[src/rtl/bus_relay_iso.sv]
// bus_relay_iso: NCH-channel, DEPTH-stage registered relay with a drain/clamp/wake isolation handshake.
// Define BUS_RELAY_DROP_CNT_EN to add the saturating drop_cnt output and its counter.
module bus_relay_iso #(
  parameter int           NCH      = 4,
  parameter int           W        = 8,
  parameter int           DEPTH    = 2,
  parameter logic [W-1:0] ISO_VAL  = '0,
  parameter int           WAKE_CYC = 2
) (
  input  logic             ck,
  input  logic             srst_n,
  input  logic             isolate,
  input  logic [NCH-1:0]   ch_en,
  input  logic [NCH-1:0]   in_valid,
  input  logic [NCH*W-1:0] in_data,
  output logic [NCH-1:0]   out_valid,
  output logic [NCH*W-1:0] out_data,
  output logic             iso_ack
`ifdef BUS_RELAY_DROP_CNT_EN
  ,
  output logic [15:0]      drop_cnt
`endif
);

  typedef enum logic [1:0] {ST_RUN, ST_DRAIN, ST_ISO, ST_WAKE} state_t;

  localparam logic [2:0] DRAIN_LOAD = 3'(DEPTH - 1);
  localparam logic [2:0] WAKE_LOAD  = 3'(WAKE_CYC - 1);

  state_t           r_state;
  state_t           w_next_state;
  logic [2:0]       r_cnt;
  logic [2:0]       w_next_cnt;
  logic             r_iso_ack;
  logic             w_acc;
  logic [NCH-1:0]   r_valid [DEPTH];
  logic [NCH*W-1:0] r_data  [DEPTH];

  assign w_acc = (r_state == ST_RUN) && !isolate;

  // NOTE: next-state and next-count get defaults first, so no path can leave them unassigned (no latch).
  always_comb begin
    w_next_state = r_state;
    w_next_cnt   = r_cnt;
    case (r_state)
      ST_RUN: begin
        if (isolate) begin
          w_next_state = ST_DRAIN;
          w_next_cnt   = DRAIN_LOAD;
        end
      end
      ST_DRAIN: begin
        // A drain always runs to completion; isolate is not looked at here.
        if (r_cnt == 3'd0) w_next_state = ST_ISO;
        else               w_next_cnt   = r_cnt - 3'd1;
      end
      ST_ISO: begin
        if (!isolate) begin
          w_next_state = ST_WAKE;
          w_next_cnt   = WAKE_LOAD;
        end
      end
      ST_WAKE: begin
        if (isolate)              w_next_state = ST_ISO;
        else if (r_cnt == 3'd0)   w_next_state = ST_RUN;
        else                      w_next_cnt   = r_cnt - 3'd1;
      end
      default: w_next_state = ST_RUN;
    endcase
  end

  // NOTE: all clocked state uses non-blocking assignments so every register samples pre-edge values.
  always_ff @(posedge ck) begin
    if (!srst_n) begin
      r_state   <= ST_RUN;
      r_cnt     <= '0;
      r_iso_ack <= 1'b0;
    end else begin
      r_state   <= w_next_state;
      r_cnt     <= w_next_cnt;
      r_iso_ack <= (w_next_state == ST_ISO) || (w_next_state == ST_WAKE);
    end
  end

  // NOTE: pipeline data is reset too, so out_data reads zero after reset instead of stale lanes.
  always_ff @(posedge ck) begin
    if (!srst_n) begin
      for (int i = 0; i < DEPTH; i++) begin
        r_valid[i] <= '0;
        r_data[i]  <= '0;
      end
    end else begin
      r_valid[0] <= in_valid & ch_en & {NCH{w_acc}};
      r_data[0]  <= in_data;
      for (int i = 1; i < DEPTH; i++) begin
        r_valid[i] <= r_valid[i-1];
        r_data[i]  <= r_data[i-1];
      end
    end
  end

  // The clamp follows iso_ack so both switch on the same edge.
  assign iso_ack   = r_iso_ack;
  assign out_valid = r_iso_ack ? '0 : r_valid[DEPTH-1];
  assign out_data  = r_iso_ack ? {NCH{ISO_VAL}} : r_data[DEPTH-1];

`ifdef BUS_RELAY_DROP_CNT_EN
  logic [15:0] r_drop_cnt;
  logic        w_drop;

  assign w_drop = (|(in_valid & ch_en)) && !w_acc;

  always_ff @(posedge ck) begin
    if (!srst_n)                                r_drop_cnt <= '0;
    else if (w_drop && (r_drop_cnt != 16'hFFFF)) r_drop_cnt <= r_drop_cnt + 16'd1;
  end

  assign drop_cnt = r_drop_cnt;
`endif

endmodule

[config.mk]
export PLATFORM = sky130hd
export DESIGN_NAME = bus_relay_iso
export DESIGN_NICKNAME = d
export VERILOG_FILES = /design/src/rtl/bus_relay_iso.sv
export SDC_FILE = /design/constraint.sdc
export NUM_CORES = 1
export LEC_CHECK = 0
export CAP_MARGIN = 5
export CORE_UTILIZATION = 47
export CTS_BUF_LIST = sky130_fd_sc_hd__clkbuf_4
export DETAILED_ROUTE_END_ITERATION = 16
export PLACE_DENSITY = 0.83
export SLEW_MARGIN = 15
export SYNTH_ARGS = -nofsm -noshare
export SYNTH_HDL_FRONTEND = slang
export SYNTH_SLANG_ARGS = --single-unit
[constraint.sdc]
create_clock -name ck -period 1.3 [get_ports ck]
set_input_delay 0.325 -clock ck [delete_from_list [all_inputs] [get_ports ck]]
set_output_delay 0.325 -clock ck [all_outputs]
set_load 0.01 [all_outputs]
# Yosys cells after proc, flatten, opt, wreduce, memory -nomap -nowiden
# Memories as Yosys holds them, arrays and structs flattened.
# Cells that the tools add are included.
# word_totals
ram_bits	72
register_bits	6
memories	2
out_inout_bits	37
# op_classes
bitwise	6
n_reduce_logical	6
n_eq_ne	8
n_mux	19
add_sub_neg	1
# mem_list
name	depth	width	read_ports	rd_ports_with_merged_regs	write_ports	line	text
r_data	2	32	2	0	2	37	logic [NCH*W-1:0] r_data [DEPTH];
r_valid	2	4	2	0	2	36	logic [NCH-1:0] r_valid [DEPTH];
# ops
operator	count
2-to-1 mux 32 bit	3
2-to-1 mux 3 bit	4
2-to-1 mux 4 bit	3
one-hot mux 3 bit (4 select lines)	1
2-to-1 mux 2 bit	5
bitwise AND 4 bit	2
equality test 2 bit, second input constant	4
one-hot mux 2 bit (4 select lines)	1
!= test 2 bit, second input constant	3
bitwise OR 1 bit	4
zero test 3 bit	1
AND reduction 3 bit	1
subtractor 3 x 1 -> 3 bit, second input constant	1
equality test 2 x 1 -> 1 bit, second input constant	1
zero test 2 bit	1
2-to-1 mux 1 bit	2
logical AND 1 bit	1
zero test 1 bit	1
logical OR 1 bit	1

# Logic depth before layout (Yosys ltp)
# Gate-level depths: netlist (run 1).
# logic_depth
ltp_word	6
depth_mapped	6

# Worst setup path before layout (run 1)
# OpenSTA, ideal clock, no wires.
# synth_timing
kind	register to output
from	register r_state[1] (netlist name)
to	output out_data[12]
stages_incl_launch_ff	4
required_time_ps	975
slack_ps	40
arrival_time_ps	935
path_cell_list	dfxtp_1 -> buf_4 -> buf_2 -> nor2b_1
# synth_lines
item	line	text
end: declaration	17	output logic [NCH*W-1:0] out_data,

==> results of run 1 <==
-- routing by layer --
metal	vias to the layer above	global-route usage, %	part of all wire, %
li1	879	-	-
met1	775	18.91	40
met2	59	30.03	52
met3	8	7.497	5.7
met4	0	9.224	1.9
met5	-	0	0
-- worst max-delay path, stage by stage, from the launching register on --
cell and delay (ns):
dfxtp_4 0.44, buf_12 0.14, and2b_1 0.17, buf_2 0.13
-- registers in the layout, indices dropped and copies added, names as in the netlist --
name and flops:
r_valid 8, r_data 64, r_cnt 3, r_state 2
-- report_power, final --
part	leakage, nW	internal [mW]	switching, mW
logic	0.914	0.522	0.377
registers	0.636	2.49	0.0721
clock network	0.0490	0.375	0.774
-- kinds of logic (layout without fill, tap and decap cells) --
family,after synthesis,after routing
simple gates,123,123
flops,77,77
buf+inv,14,109
compound gates,9,9
fa+ha+maj,2,2
xor+xnor,1,1
-- area by class of cell --
type | instances | area (µm²)
Timing Repair Buffer | 91 | 830.8
Inverter | 2 | 7.507
Sequential cell | 77 | 1545
Clock inverter | 7 | 42.54
Fill cell | 403 | 1520
Tap cell | 70 | 87.58
Clock buffer | 9 | 67.56
Multi-Input combinational cell | 135 | 1006
-- per-stage QoR --
stage	hold slack (ns)	setup TNS, ns	power (mW)
global placement	0.4114	-8.579	3.316
floorplan	0.4057	0	2.963
CTS	0.2883	-12.46	4.661
finish	0.3259	-8.353	4.611
detailed placement	0.4157	-8.926	3.344
global route	0.3236	-11.97	4.868
-- path summary, 6_finish.rpt --
kind                                 from                  endpoint  slack, ns  depth (start not counted)
hold / removal                     srst_n     r_cnt[0]$_SDFFE_PN0P_       0.33                          3
hold reg to reg   r_data[0][5]$_SDFF_PN0_  r_data[0][37]$_SDFF_PN0_       0.44                          1
setup reg to reg    r_state[1]$_SDFF_PN0_     r_state[0]$_SDFF_PN0_      -0.01                          6
setup / recovery    r_state[1]$_SDFF_PN0_              out_data[31]      -0.31                          3
-- what timing repair did --
item | CTS | global route
endpoints found under the setup margin | 37 | 46
buffers inserted | 4 | 0
resized for setup | 173 | 27
gates cloned | 2 | 0
hold buffers | 0 | 0
pin swaps | 5 | 7
-- cells in the final DEF, fill, tap and decap left out, types with 2 or more instances in the layout --
master	count
buf_2	26
clkdlybuf4s50_1	41
buf_12	4
buf_4	5
buf_6	14
ha_1	2
nor2b_1	18
o211a_1	2
a21oi_1	2
dfxtp_1	76
inv_1	2
clkinvlp_4	4
and2b_1	7
clkinv_1	2
and2_1	69
and3_4	2
o21ai_1	3
nor2b_4	12
nand2_1	2
clkbuf_4	9
and3_1	2
==> run metrics, run 1 <==
status complete, but fails checks; violated checks negative setup slack; startpoint class of the critical path flip-flop; Worst slew margin roughly 80%; Synth Instances ~230; top post-synthesis cells by area dfxtp_1 62%, and2_1 17%, nor2b_1 7.6%; CP required about 0.98 ns; Synth Cell Area ~2500 µm²; Post-Route WL about 4500 µm; FMAX between 600 and 700 MHz; critical path peak fanout 5; register area share after synthesis around 62%; vias in the first global route 1602; simple-gate portion of the synthesized area a little under a third; Synth Area in XOR/XNOR less than 1%; max-cap viol count 0; Synth-to-Final Area Change 44.58%; ys async rst share 0%; Synth top area share roughly 62%; First-pass DRT Iterations 4; total track usage 17.74%; row count 26; nets about 360; count leader, synth dfxtp_1; CP Class flip-flop to output pin; clock root cell clkbuf_4; syn_nets 271; ys flop type dfxtp_1; initial antenna violation count 0; Synth Area in Compound Gates about 2.5%; CTS tree done; Initial Utilization 48.58%; share of layout cells above drive strength 1 27.41%; Ys Warns 0; Crit. End Element output pin; first-pass GRT wire length 7017 µm; time the worst path needs with I/O delays and setup roughly 1.6 ns; Sink Count slightly below 80; core area between 5000 and 6000 µm²; endpoints failing hold 0; Finished Cell Area between 3000 and 4000 µm²; leak pwr ~1.6 nW; Placer Congestion 0.6807; Antenna diodes 0; largest vdd supply drop ~0.001 V; largest family of logic cells by synthesized area simple AND/OR/NAND/NOR gates; Post-synth EDFFs 0; H-tree Lvls 3; Setup-failing EPs final 40; Final Core Density 70.24%; PwrDens between 1000 and 1500 nW/µm²; average size of a mapped cell around 11 µm²; Post-route DRC 0; Routed WL per cell approximately 11 µm; dpl hpwl 2865 µm; via-per-instance ratio ~4.4; Bufs on Longest Clock Path 2; Inserted Clock Buffers 9; I/O Pins 80; Worst-path clk slew 0.11 ns; die height ~75 µm; post-synthesis mux area share 0%; GRT overflow 0; library cells used by synthesis 29; Slew Viols, Final 0; port buffer count 79; final worst setup slack -0.3072 ns; Max Clock Skew 0.009661 ns; adder-cell area share of the yosys netlist 1.009%; Clk Latency, worst-skew pair 0.40 ns; placed instance count ~370; area leader, netlist dfxtp_1; dpl ws -0.2427 ns; type of the tightest min-delay check primary input to flip-flop; Die X-Extent between 70 and 80 µm; final worst path period share 123.6%; Antenna Violating Nets Remaining 0; Post-synth top cells 77 x dfxtp_1, 69 x and2_1, 30 x nor2b_1, 9 x clkbuf_1, 7 x and2b_1; RSZ-0062 raised after global routing true; largest net degree at the start of global routing 29; transition time at the pin with the least slew margin about 0.33 ns; Synth Register Bits 77; routed via count 1721; CP arrival about 1.3 ns; Area after DPL 3383 µm²; Final Non-Filler Cells just under 400; number of DRC markers in iteration 0 38; Die ar. approximately 5600 µm²
No activity file was read; power rests on OpenSTA's default activity.
==> run 2: changes to the inputs <==
Settings changed: PLACE_DENSITY 0.83 to 0.85, SLEW_MARGIN 15 to default.
==> run metrics, run 2 (same netlist as run 1, synthesis figures left out) <==
Sink Count 77 (unchanged); CP Class flip-flop to output pin (unchanged); Critical Path End out_data[31] (unchanged); status complete, but fails checks (unchanged); Most Crowded Layer GR met2 (unchanged); final worst setup slack -0.3036 ns (was -0.3072 ns); clock share of power 26.2% (was 24.9%); critical path peak fanout 6 (was 5); total track usage 16.91% (was 17.74%); switch share 26.23% (was 26.53%); time the worst path needs with I/O delays and setup 1.604 ns (was 1.607 ns); Slowest cell on crit path dfxtp_4 (unchanged); via-per-instance ratio 4.293 (was 4.402); placed instance count 374 (was 372); initial antenna violation count 0 (unchanged); Initial Utilization 48.58% (unchanged); Antenna Violating Nets Remaining 0 (unchanged); Crit. End Element output pin (unchanged); max incr delay on CP 0.43 ns (was 0.44 ns); violated checks negative setup slack (unchanged); Post-route DRC 0 (unchanged); Inserted Clock Buffers 9 (unchanged); nets 362 (was 361); Flop pwr share 57.2% (was 55.6%); share of layout cells above drive strength 1 25.78% (was 27.41%); First-pass DRT Iterations 6 (was 4); GR Util met1 18.31% (was 18.91%); Final Power 4.467 mW (was 4.611 mW); startpoint class of the critical path flip-flop (unchanged); CP required 0.98 ns (about the same); Die X-Extent 74.66 µm (unchanged); Antenna diodes 0 (unchanged); GRT overflow 0 (unchanged); clock root cell clkbuf_4 (unchanged); Reg area 1545 µm² (unchanged); most common cell after layout, fill and taps aside dfxtp_1 (unchanged); register bank with the most flops r_data (unchanged); Net Switching 1.172 mW (was 1.223 mW); die height 74.66 µm (unchanged); CTS tree done (unchanged); Reg-to-Reg Start r_state[1]$_SDFF_PN0_ (unchanged); Max Clock Skew 0.01034 ns (was 0.009661 ns); Clk Latency, worst-skew pair 0.40 ns (about the same); port buffer count 79 (unchanged); Worst R2R End r_cnt[1]$_SDFFE_PN0P_ (was r_state[0]$_SDFF_PN0_); number of DRC markers in iteration 0 31 (was 38); Worst slew margin 85.67% (was 78.22%); Largest register FFs 64 (unchanged); met3 usage 3.748% (was 7.497%); Regs by FF count r_data (64), r_valid (8), r_cnt (3) (unchanged); Routed WL per cell 11.04 µm (was 11.46 µm); routed via count 1683 (was 1721); worst path cell trace buf_6 > and2b_1 > buf_2 (was buf_12 > and2b_1 > buf_2); Worst-path clk slew 0.12 ns (was 0.11 ns); dpl ws -0.2619 ns (was -0.2427 ns); vias in the first global route 1611 (was 1602); Reg2Reg Depth 6 (unchanged); Post-Route Setup TNS -8.450 ns (was -8.353 ns); first-pass GRT wire length 6775 µm (was 7017 µm); Final Core Density 66.61% (was 70.24%); FMAX 623.6 MHz (was 622.2 MHz); Setup-failing EPs final 40 (unchanged); Post-Route WL 4328 µm (was 4479 µm); Finished Cell Area 3402 µm² (was 3587 µm²); Synth-to-Final Area Change 37.12% (was 44.58%); crit path launch r_state[1]$_SDFF_PN0_ (unchanged); H-tree Lvls 3 (unchanged); Slew Viols, Final 0 (unchanged); row count 26 (unchanged); FILL cells 449 (was 403); internal cell power 3.295 mW (was 3.388 mW); Bufs on Longest Clock Path 2 (unchanged); most frequent cells in the layout 76 x dfxtp_1, 69 x and2_1, 41 x clkdlybuf4s50_1 (unchanged); multi-input logic area 922.1 µm² (was 1006 µm²); largest net degree at the start of global routing 31 (was 29); Area after DPL 3386 µm² (was 3383 µm²); max-cap viol count 0 (unchanged); Final Non-Filler Cells 392 (was 391); RSZ-0062 raised after global routing true (unchanged); Placer Congestion 0.7085 (was 0.6807); setup repair bufs after CTS 0 (was 4); Min Hold Slack 0.2393 ns (was 0.3259 ns); CP arrival 1.28 ns (about the same); GR Layer Usage met2 29.63% (was 30.03%); transition time at the pin with the least slew margin 0.2147 ns (was 0.3257 ns); PwrDens 1313 nW/µm² (was 1285 nW/µm²); Comb pwr share 16.6% (was 19.5%); I/O Pins 80 (unchanged); leak pwr 1.586 nW (was 1.599 nW); core area 5107 µm² (unchanged); endpoints failing hold 0 (unchanged); type of the tightest min-delay check primary input to flip-flop (unchanged); R2R setup slack -0.02 ns (was -0.01 ns); final worst path period share 123.4% (was 123.6%); largest vdd supply drop 0.0008461 V (was 0.001022 V); dpl hpwl 2938 µm (was 2865 µm); Die ar. 5573 µm² (unchanged)
==> run 2: changes by cell type in the layout (fill, tap and decap cells not counted), moves of 3 or more <==
cell / change
clkinv_2: +4
buf_4: +4
buf_12: -4
nor2b_1: +5
buf_6: -9
buf_2: +10
nor2b_2: +3
nor2b_4: -8
clkinvlp_4: -4
==> run 2: worst max-delay path, delay by kind of cell (launching register included) <==
kind	cells	cell delay (ns)
simple gates	1	0.18
buf+inv	2	0.28
flops	1	0.43
==> run 2: area by class of cell <==
| class | count | share of cell area [%] |
|---|---|---|
| Sequential cell | 77 | 45.42 |
| Timing Repair Buffer | 92 | 21.44 |
| Multi-Input combinational cell | 135 | 27.11 |
| Tap cell | 70 | 2.574 |
| Clock buffer | 9 | 1.986 |
| Clock inverter | 7 | 1.250 |
| Inverter | 2 | 0.2207 |
==> run 2: power by group through the flow <==
stage,logic (mW),registers (mW),clock network [mW]
4_1_cts,0.729,2.55,1.21
5_1_grt,0.824,2.57,1.31
2_1_floorplan,0.375,2.59,0
6_report,0.743,2.55,1.17
3_5_place_dp,0.742,2.59,0
3_3_place_gp,0.726,2.59,0
==> run 2: how the worst min path moves through the flow <==
stage                        startpoint                        to  slack, ns  depth (start not counted)
3_5_place_dp   r_data[0][27]$_SDFF_PN0_  r_data[0][59]$_SDFF_PN0_       0.42                          1
6_report                         srst_n     r_state[1]$_SDFF_PN0_       0.24                          2
3_3_place_gp   r_data[0][12]$_SDFF_PN0_  r_data[0][44]$_SDFF_PN0_       0.41                          1
5_1_grt                          srst_n     r_state[1]$_SDFF_PN0_       0.22                          2
2_1_floorplan  r_data[0][12]$_SDFF_PN0_  r_data[0][44]$_SDFF_PN0_       0.41                          1
4_1_cts                          srst_n     r_state[1]$_SDFF_PN0_       0.21                          2
==> run 2: layer usage <==
layer  share of wire (%)  up-vias
met5                   0        -
met4                0.49        0
met3                 5.8        4
met2                  52       59
met1                  42      743
li1                    -      877
==> run 2: repair_timing <==
item / in CTS / in global routing
gates resized for setup: 161 / 9
hold endpoints to repair: 0 / 0
endpoints found under the setup margin: 45 / 46
pin swaps: 1 / 0
cloned: 2 / 0
hold buffers: 0 / 0
==> run 3: changes to the inputs <==
Settings changed: HOLD_SLACK_MARGIN from default to 0.03.
==> results of run 3 <==
Same layout as run 2: the final DEF is identical, and so are final timing and power.
==> variant 1, RTL diff (flow settings as in run 1) <==
The 4 states of `state_t` get a one-hot encoding in 4 bits.
--- a/src/rtl/bus_relay_iso.sv
+++ b/src/rtl/bus_relay_iso.sv
@@ -23,5 +23,5 @@
 );
 
-  typedef enum logic [1:0] {ST_RUN, ST_DRAIN, ST_ISO, ST_WAKE} state_t;
+  typedef enum logic [3:0] {ST_RUN = 4'b0001, ST_DRAIN = 4'b0010, ST_ISO = 4'b0100, ST_WAKE = 4'b1000} state_t;
 
   localparam logic [2:0] DRAIN_LOAD = 3'(DEPTH - 1);
Formal check against the unedited RTL: same outputs for any inputs over 10 cycles, from zero or initial values and one cycle with srst_n low; not proved beyond that.
==> variant 1 against run 1 <==
The run still ends with negative setup slack left. Combinational power decreased by 15%. Sequential cell count increased by 3. Total power increased by 8.8%. Critical path type unchanged. Wire length increased by 23%. Synthesized area increased by 9.2%. Setup slack improved by 0.049 ns. Design area increased by 9.5%. Count of clock-buffer cells in the layout increased by 2.
==> variant 1: results <==
set metrics [dict create \
    irDropWorstVdd_mv 0.6780 \
    drt-initial-drc-count 56 \
    drive_gt1_frac 0.3196 \
    worst-r2r-cell-count 7 \
    power_frac_seq 0.524 \
    status "finished with violations" \
    whs_endpoint "r_state[1]" \
    place_area_mm2 0.003709 \
    synthTopCellsByCount "80 x dfxtp_1, 69 x and2_1, 42 x nor2b_1" \
    p_sw_frac 0.2344 \
    netlist-cell-type-count 31 \
    ys_seq_area_frac 0.5912 \
    violations "negative setup slack" \
    final_nets 403 \
    critPathMaxStageDelay_ns 0.40 \
    grt_usage 0.1864 \
    synth_mux_area_frac 0.003695 \
    finalSetupViolCount 42 \
    largest_registers "r_data (64), r_valid (8), r_state (4)" \
    worst_pin_slew_ns 0.3684 \
    wl_um 5493 \
    vias_per_cell 4.485 \
    synthAdderAreaFrac 0.009238 \
    r2r-start "r_cnt[0]" \
    synth_xor_area_frac 0.003233 \
    place_congestion 0.8914 \
    cellLeakagePower_nw 1.729 \
    grt_pass1_wl_um 8535 \
    place_ws_ns -0.4143 \
    worst_slack_ns -0.2586 \
    pwr-share-clk 0.324 \
    whs_ns 0.2278 \
    wl_per_cell_um 12.63 \
    post_cts_buffers 1 \
    cp_max_fo 8 \
    finClkSkew_ns 0.01217 \
    tns_ns -8.431 \
    grt_pass1_vias 1842 \
    reg2reg_slack_ns -0.12 \
]
## variant 1: cell type report
| type | count | share of cell area |
|---|---|---|
| timing repair buffer | 106 | 0.2262 |
| multi-input combinational | 154 | 0.2909 |
| clock inverter | 5 | 0.02039 |
| sequential | 80 | 0.4119 |
| clock buffer | 11 | 0.02103 |
| inverter | 7 | 0.006690 |
| tap | 72 | 0.02294 |
## variant 1: worst max-delay path by stage
stage                         from           end  slack, ns
after floorplan           r_cnt[1]      r_cnt[0]      -0.08
after global placement     isolate      r_cnt[1]      -0.39
after detailed placement   isolate      r_cnt[1]      -0.41
after CTS                  iso_ack  out_data[31]      -0.27
after global routing       iso_ack  out_valid[1]      -0.31
final                      iso_ack  out_data[16]      -0.26
## variant 1: routing by layer
metal,GRT usage,vias up,routed length (µm)
li1,-,1015,-
met1,0.2370,871,2591
met2,0.2947,58,2550
met3,0.06000,7,284
met4,0.07037,0,66
met5,0,-,0
==> variant 2, RTL diff (settings of run 1) <==
Without the edit above. Set the parameter `NCH` to 8 (it was 4).
--- a/src/rtl/bus_relay_iso.sv
+++ b/src/rtl/bus_relay_iso.sv
@@ -2,5 +2,5 @@
 // Define BUS_RELAY_DROP_CNT_EN to add the saturating drop_cnt output and its counter.
 module bus_relay_iso #(
-  parameter int           NCH      = 4,
+  parameter int           NCH      = 8,
   parameter int           W        = 8,
   parameter int           DEPTH    = 2,
Interface: changed (5 resized); port bits go from 80 to 156. No check against the original RTL was run, so the function may have changed too.
==> variant 2 against run 1 <==
The run still ends with negative setup slack left. Wire length rose by 90%. Die area rose by 84%. Critical path depth increased by 1. Hold slack worse by 0.17 ns. Setup slack lost 0.11 ns. Design area grew 80%. Synthesized area up 87%. Sequential cell count increased by 72. Total power increased by 84%. Final cell count rose by 85%. Count of clock-buffer cells in the layout is 10 higher. Critical path type unchanged. Largest cell class unchanged. Highest routed layer unchanged.
==> variant 2: results <==
set metrics [dict create \
    ys_seq_area_frac 0.6443 \
    grt.met1_usage 0.1760 \
    worst_slack_ns -0.4166 \
    grt_start_max_net_pins 62 \
    synth_compound_area_frac 0.01351 \
    post-place-cells 685 \
    grt_usage 0.1684 \
    drt-initial-drc-count 31 \
    cellLeakagePower_nw 2.931 \
    post_cts_buffers 2 \
    whs_ns 0.1603 \
    place_ws_ns -0.2454 \
    finalSetupViolCount 83 \
    netlist-cell-type-count 26 \
    synthTopCellsByArea "dfxtp_1 64%, and2_1 19%, nor2b_1 9.7%" \
    cts_resized 295 \
    final_nets 667 \
    worst_pin_slew_ns 0.3311 \
    grtUsageMet2 0.3072 \
    status "finished with violations" \
    cts_htree_levels 4 \
    reg2reg_slack_ns -0.14 \
    syn_avg_cell_area_um2 11.08 \
    violations "negative setup slack" \
    cts_made_buffers 17 \
    grt_pass1_vias 2926 \
    tns_ns -24.39 \
    met3_usage 0.06280 \
]
-- variant 2: changes by cell type in the layout (fill, tap and decap cells not counted), sizes merged, moves of 3 or more --
cell	change
clkbuf	+10
and2b	-6
clkinv	+3
inv	+3
dfxtp	+72
nor2b	+41
and2	+68
and3	+4
buf	+38
clkdlybuf4s50	+40
-- variant 2: area by class of cell --
| class | count | area, µm² |
|---|---|---|
| well taps | 129 | 161.4 |
| multi-input cells | 243 | 1660 |
| inverters | 2 | 7.507 |
| fillers | 708 | 2905 |
| flip-flops and latches | 149 | 2988 |
| repair buffers | 169 | 1425 |
| clock inverters | 12 | 81.33 |
| clock buffers | 19 | 142.6 |
-- variant 2: power by group --
part,switching [mW],internal (mW),total (mW)
Clock,1.53,0.788,2.31
Combinational,0.554,0.718,1.27
Sequential,0.0884,4.80,4.88
Total,2.17,6.30,8.47
-- variant 2: worst max-delay path, cell delays in order (launching register included) --
cell	delay [ns]
dfxtp_4	0.39
buf_12	0.15
buf_4	0.13
nor2b_2	0.11
buf_2	0.13
